--- config.mk ---
export PLATFORM = sky130hd
export DESIGN_NAME = alu_wide_sequencer
export DESIGN_NICKNAME = d
export VERILOG_FILES = /design/src/rtl/alu_wide_sequencer.sv
export SDC_FILE = /design/constraint.sdc
export NUM_CORES = 1
export LEC_CHECK = 0
export CAP_MARGIN = 10
export CORE_ASPECT_RATIO = 2
export CORE_UTILIZATION = 45
export DETAILED_ROUTE_END_ITERATION = 7
export GPL_TIMING_DRIVEN = 0
export PLACE_DENSITY_LB_ADDON = 0.12
export SLEW_MARGIN = 10
export SYNTH_ARGS = -nofsm -noshare
export SYNTH_HDL_FRONTEND = slang
export SYNTH_SLANG_ARGS = --single-unit
--- constraint.sdc ---
create_clock -name clk -period 8.1 [get_ports clk]
set_input_delay 1.215 -clock clk [delete_from_list [all_inputs] [get_ports clk]]
set_output_delay 1.215 -clock clk [all_outputs]
set_load 0.02 [all_outputs]
--- src/rtl/alu_wide_sequencer.sv ---
// alu_wide_sequencer: runs 32-bit ADD/ADC/logic/shift requests as two
// 16-bit passes through an external ALU, then reports the result and flags.
`default_nettype none

module alu_wide_sequencer (
  input  logic        clk,
  input  logic        rst,
  input  logic        i_req_valid,
  output logic        o_req_ready,
  input  logic [2:0]  i_req_op,
  input  logic [31:0] i_req_a,
  input  logic [31:0] i_req_b,
  output logic [15:0] o_alu_a,
  output logic [15:0] o_alu_b,
  output logic [4:0]  o_alu_fun_sel,
  output logic        o_alu_wf,
  input  logic [15:0] i_alu_out,
  input  logic [3:0]  i_alu_flags,
  output logic        o_rsp_valid,
  input  logic        i_rsp_ready,
  output logic [31:0] o_rsp_result,
  output logic [3:0]  o_rsp_flags
);

  localparam logic [2:0] c_op_add = 3'b000;
  localparam logic [2:0] c_op_adc = 3'b001;
  localparam logic [2:0] c_op_and = 3'b010;
  localparam logic [2:0] c_op_or  = 3'b011;
  localparam logic [2:0] c_op_xor = 3'b100;
  localparam logic [2:0] c_op_lsl = 3'b101;
  localparam logic [2:0] c_op_lsr = 3'b110;

  localparam logic [4:0] c_fs_nop = 5'b10000;
  localparam logic [4:0] c_fs_add = 5'b10100;
  localparam logic [4:0] c_fs_adc = 5'b10101;
  localparam logic [4:0] c_fs_and = 5'b10111;
  localparam logic [4:0] c_fs_or  = 5'b11000;
  localparam logic [4:0] c_fs_xor = 5'b11001;
  localparam logic [4:0] c_fs_lsl = 5'b11011;
  localparam logic [4:0] c_fs_lsr = 5'b11100;

  typedef enum logic [2:0] {
    S_IDLE  = 3'd0,
    S_STEP1 = 3'd1,
    S_STEP2 = 3'd2,
    S_FLAGS = 3'd3,
    S_RESP  = 3'd4
  } state_t;

  state_t      r_state;
  logic [2:0]  r_op;
  logic [31:0] r_a;
  logic [31:0] r_b;
  logic [15:0] r_half;
  logic [31:0] r_res;
  logic [31:0] w_res;
  logic        w_unused_flags;

  assign w_unused_flags = ^{i_alu_flags[3], i_alu_flags[1]};

  function automatic logic [4:0] f_fun_sel(input logic [2:0] op, input logic second);
    case (op)
      c_op_add: f_fun_sel = second ? c_fs_adc : c_fs_add;
      c_op_adc: f_fun_sel = c_fs_adc;
      c_op_and: f_fun_sel = c_fs_and;
      c_op_or:  f_fun_sel = c_fs_or;
      c_op_xor: f_fun_sel = c_fs_xor;
      c_op_lsl: f_fun_sel = c_fs_lsl;
      c_op_lsr: f_fun_sel = c_fs_lsr;
      default:  f_fun_sel = c_fs_nop;
    endcase
  endfunction

  // LSR works high half first so the bit crossing the boundary moves downward.
  always_comb begin
    w_res = {i_alu_out, r_half};
    case (r_op)
      c_op_lsl: w_res[16] = i_alu_out[0] | r_a[15];
      c_op_lsr: begin
        w_res     = {r_half, i_alu_out};
        w_res[15] = i_alu_out[15] | r_a[16];
      end
      3'b111:   w_res = r_a;
      default:  w_res = {i_alu_out, r_half};
    endcase
  end

  always_ff @(posedge clk or posedge rst) begin
    if (rst) begin
      r_state       <= S_IDLE;
      r_op          <= 3'b000;
      r_a           <= 32'h0;
      r_b           <= 32'h0;
      r_half        <= 16'h0;
      r_res         <= 32'h0;
      o_req_ready   <= 1'b1;
      o_alu_a       <= 16'h0;
      o_alu_b       <= 16'h0;
      o_alu_fun_sel <= c_fs_nop;
      o_alu_wf      <= 1'b0;
      o_rsp_valid   <= 1'b0;
      o_rsp_result  <= 32'h0;
      o_rsp_flags   <= 4'h0;
    end else begin
      case (r_state)
        S_IDLE: begin
          if (i_req_valid) begin
            r_op          <= i_req_op;
            r_a           <= i_req_a;
            r_b           <= i_req_b;
            o_req_ready   <= 1'b0;
            o_alu_fun_sel <= f_fun_sel(i_req_op, 1'b0);
            o_alu_wf      <= (i_req_op != 3'b111);
            o_alu_a       <= (i_req_op == c_op_lsr) ? i_req_a[31:16] : i_req_a[15:0];
            o_alu_b       <= (i_req_op == c_op_lsr) ? i_req_b[31:16] : i_req_b[15:0];
            r_state       <= S_STEP1;
          end
        end
        S_STEP1: begin
          r_half        <= i_alu_out;
          o_alu_fun_sel <= f_fun_sel(r_op, 1'b1);
          o_alu_a       <= (r_op == c_op_lsr) ? r_a[15:0] : r_a[31:16];
          o_alu_b       <= (r_op == c_op_lsr) ? r_b[15:0] : r_b[31:16];
          r_state       <= S_STEP2;
        end
        S_STEP2: begin
          r_res         <= w_res;
          o_alu_fun_sel <= c_fs_nop;
          o_alu_wf      <= 1'b0;
          o_alu_a       <= 16'h0;
          o_alu_b       <= 16'h0;
          r_state       <= S_FLAGS;
        end
        S_FLAGS: begin
          o_rsp_result <= r_res;
          o_rsp_flags  <= {(r_res == 32'h0), i_alu_flags[2], r_res[31], i_alu_flags[0]};
          o_rsp_valid  <= 1'b1;
          r_state      <= S_RESP;
        end
        S_RESP: begin
          if (i_rsp_ready) begin
            o_rsp_valid <= 1'b0;
            o_req_ready <= 1'b1;
            r_state     <= S_IDLE;
          end
        end
        default: r_state <= S_IDLE;
      endcase
    end
  end

endmodule

`default_nettype wire

==> impl_summary.md <==
Global route
The wire length of the first global-routing pass is 39600 µm. Entering global routing, the biggest net connects 102 pins. For this run, the total global-route usage over all layers was measured as 26.2%. The number of global-route vias before repair was 7145. The initial antenna violation count was 0. Global routing finished with a remaining overflow of 0.

Setup path
The critical path is of the in -> reg type. The worst reg2reg path startpoint is r_state[0]. The worst setup path is captured at a flip-flop. At the worst endpoint, the arrival time is 3.14 ns. In this run the worst setup path begins at i_req_valid. In this run the worst path has a maximum fanout of 10.

STA classifies the critical path startpoint as an input pin. The flop-to-flop setup slack is 5.96 ns. Data on the critical path is required at its endpoint by 8.42 ns.

Routing
The number of search-and-repair iterations in the first detailed-routing pass is 4. The uppermost signal routing layer after detailed routing is met4. The met1 wire length is 9190 µm. The count of nets left with antenna violations once routing finished came out at 0. The detailed router placed 6876 vias in this run.

The DRC violation total after the first TritonRoute iteration is 220. Dividing the detail-routed wire length by the instance count gives 19.4 µm. After detailed routing, the number of remaining DRC violations is 0. After detailed routing, the met2 layer carries 13400 µm of wire. The mean number of vias per cell is 5.37. After detailed routing, the met3 layer carries 1120 µm of wire. The total wirelength of the detailed-routed design is 24800 µm.

Timing
The final clock skew is 0.0155 ns. The number of pins with negative max-slew slack in the final report is 0. The worst pin sits at a relative slew slack of 55.4%. Counting I/O delays and the setup requirement, the final critical path takes 2.81 ns. Setup repair after global routing left no endpoint under its margin.

The period utilization is 34.7%. Setup violations remaining at the end of the flow were counted as 0. For the pin with the worst max-slew slack, the measured transition is 0.668 ns. For this run, the top clock speed supported by timing is 355 MHz. The final hold violation count came to 0.

Power
The power per cell area is 457 nW/µm². VDD sags by at most 0.212 mV. The switching share of total power is 39.6%. The clock network burns 16.4% of the power. The share of total power dissipated in combinational logic is 49.4%. The switching power summed over all nets is 2.07 mW. The internal power is 3.16 mW.

Per report_power, the sequential group accounts for 34.2% of the total. The analysis attributes to cell leakage a power of 4.93 nW.

Min path
The tightest min-delay check is of the reg -> reg type. In this run the most critical hold path is launched from o_rsp_result[5].

Yosys
Summed over all instances, the cell type with the most area after synthesis is sky130_fd_sc_hd__dfrtp_1. For this run, asynchronously set or reset flops after synthesis account for 100%. The flip-flop cell with the highest count after synthesis is sky130_fd_sc_hd__dfrtp_1. Counting flops with a built-in enable in the synthesized netlist gives 0.

Summing every instance area after synthesis gives 8850 µm². By area the synthesized netlist is led by sky130_fd_sc_hd__dfrtp_1 54%, sky130_fd_sc_hd__mux2_2 15%, sky130_fd_sc_hd__nand2_1 7.2%. The synthesized design devotes to its leading area cell type 54.0% of total area. During synthesis, Yosys emitted a total of 0 warnings.

The number of library cell types mapped by synthesis is 33. After synthesis the netlist holds a flip-flop and latch count of 192. Yosys instantiated no cell more often than sky130_fd_sc_hd__dfrtp_1. The net count after synthesis is 917. The instance count of the mapped netlist is 826.

The part of the Yosys area used for sequential elements is 54.3%. A synthesized cell averages 10.7 µm². By count the netlist is led by 191 x sky130_fd_sc_hd__dfrtp_1, 169 x sky130_fd_sc_hd__nand2_1, 118 x sky130_fd_sc_hd__mux2_2.

Placed design
The wire-length estimate of the detail-placed layout is 18800 µm. After detailed placement, the total cell area comes to 10800 µm². During placement, the flow inserted port buffers numbering 162.

In this run, placement finished with an instance count of 1248. The routability congestion estimate is 0.876.

CTS
The number of hold-repair buffers added at the cts stage is 0. In this run the post-CTS setup repair buffer count came out at 0. The clock latency of the later-clocked register in the worst-skew pair is 0.45 ns. The count of instances resized after the clock tree is built is 0. After clock tree synthesis, the clock-pin slew on the worst setup and hold paths is 0.07 ns. The clock net in this run drives a total of 192 sinks.

TritonCTS built the clock tree. In this run the clock root is driven by a sky130_fd_sc_hd__clkbuf_16. The H-tree was split into 4 levels.

The number of clock buffers inserted by TritonCTS is 17. The longest clock path from root to sink contains 2 buffers.

Floorplanning
From bottom edge to top edge, the die measures 200 µm. The floorplan row count is 72. During I/O placement, the number of pins put on the boundary was 167. From left edge to right edge, the die measures 101 µm. The initial utilization of the core area, before any placement, comes to 45.9%. The die area is 20300 µm².

The area of the core is 19300 µm².

Cells and area
At the end of the flow, the number of nets in the layout was 1099. Cells fill 59.3% of the core in the end. The number of inserted diodes is 0. The final non-filler cell total is 1280. Relative to the synthesized area, the layout overhead comes to 29.0%.

After routing the design area is 11400 µm². The post-route netlist has 18.5% of its cells at a drive strength greater than 1.

Outcome
The run finished with clean final reports.

Run
The number of maximum-capacitance constraint violations is 0.
## cell usage in the layout, fill, tap and decap left out, types with 3 or more instances in the layout
cell type | synthesis | routed
sky130_fd_sc_hd__a21oi_1 | 71 | 71
sky130_fd_sc_hd__a31oi_1 | 34 | 34
sky130_fd_sc_hd__buf_2 | 29 | 29
sky130_fd_sc_hd__buf_4 | 5 | 5
sky130_fd_sc_hd__clkbuf_1 | 29 | 31
sky130_fd_sc_hd__clkbuf_16 | 0 | 17
sky130_fd_sc_hd__clkdlybuf4s50_1 | 0 | 162
sky130_fd_sc_hd__clkinvlp_4 | 0 | 3
sky130_fd_sc_hd__dfrtp_1 | 191 | 191
sky130_fd_sc_hd__inv_6 | 0 | 4
sky130_fd_sc_hd__mux2_2 | 118 | 118
sky130_fd_sc_hd__mux2i_1 | 30 | 30
sky130_fd_sc_hd__nand2_1 | 169 | 169
sky130_fd_sc_hd__nand3b_1 | 6 | 6
sky130_fd_sc_hd__nand4_1 | 3 | 3
sky130_fd_sc_hd__nor2_1 | 39 | 39
sky130_fd_sc_hd__nor3b_1 | 3 | 3
sky130_fd_sc_hd__nor4_1 | 8 | 8
sky130_fd_sc_hd__o21ai_0 | 24 | 24
sky130_fd_sc_hd__o21ai_1 | 10 | 10
sky130_fd_sc_hd__o22a_1 | 36 | 36
## cell type report
cell class                      count  area [µm²]
Timing Repair Buffer              163        1650
Tap cell                          259         324
Inverter                            2        15.0
Clock buffer                       21         460
Fill cell                        1715        7860
Sequential cell                   192        4810
Clock inverter                     11         128
Buffer                             63         292
Multi-Input combinational cell    569        3750
## kinds of logic after synthesis
kind of cell	after synthesis	share of synthesized area (%)
compound gates	179	12.3
flops	192	54.3
buf+inv	65	3.38
simple gates	237	11.2
other cells	1	0.0424
mux	148	18.4
xor+xnor	4	0.396
## power groups by stage
stage	clock network [mW]	registers [mW]	logic, mW
6_report	0.856	1.79	2.58
2_1_floorplan	0	1.92	1.51
3_5_place_dp	0	1.80	2.59
5_1_grt	0.911	1.85	2.79
4_1_cts	0.873	1.79	2.60
3_3_place_gp	0	1.79	2.55
## worst max-delay path, stage by stage
cell and delay (ns):
sky130_fd_sc_hd__clkdlybuf4s50_1 0.52, sky130_fd_sc_hd__nor4b_4 0.46, sky130_fd_sc_hd__buf_4 0.28, sky130_fd_sc_hd__buf_2 0.29, sky130_fd_sc_hd__a31oi_1 0.14, sky130_fd_sc_hd__o22a_1 0.22
## layer usage
metal	vias up	track usage, %
met5	-	0
met4	0	13.5
met3	49	5.34
met2	214	46.4
met1	3346	28.7
li1	3267	-
## path summary, 6_finish.rpt
kind,to,cells after the start
max in group asynchronous,r_a[3],3
hold reg to reg,o_rsp_result[5],1
hold / removal,o_rsp_result[5],1
min in group asynchronous,o_alu_a[12],2
setup / recovery,o_alu_a[7],6
setup reg to reg,o_alu_b[6],6
## metrics by stage
stage	setup TNS (ns)	power, mW	hold WS (ns)	setup slack (ns)
5_1_grt	0	5.56	0.520	5.22
2_1_floorplan	0	3.43	0.468	1.66
3_5_place_dp	0	4.39	0.493	4.82
6_report	0	5.22	0.505	5.29
4_1_cts	0	5.26	0.508	5.28
3_3_place_gp	-192.29	4.34	0.466	-1.03
## registers in the layout, summed over array words and instances (netlist names), 4 cells and up
| name | flops |
|---|---|
| o_alu_a | 16 |
| r_half | 16 |
| o_rsp_result | 31 |
| r_res | 32 |
| o_alu_fun_sel | 4 |
| o_alu_b | 16 |
| r_b | 32 |
| r_a | 32 |
| o_rsp_flags | 4 |
Note: power is estimated with default switching activity, not from simulation.
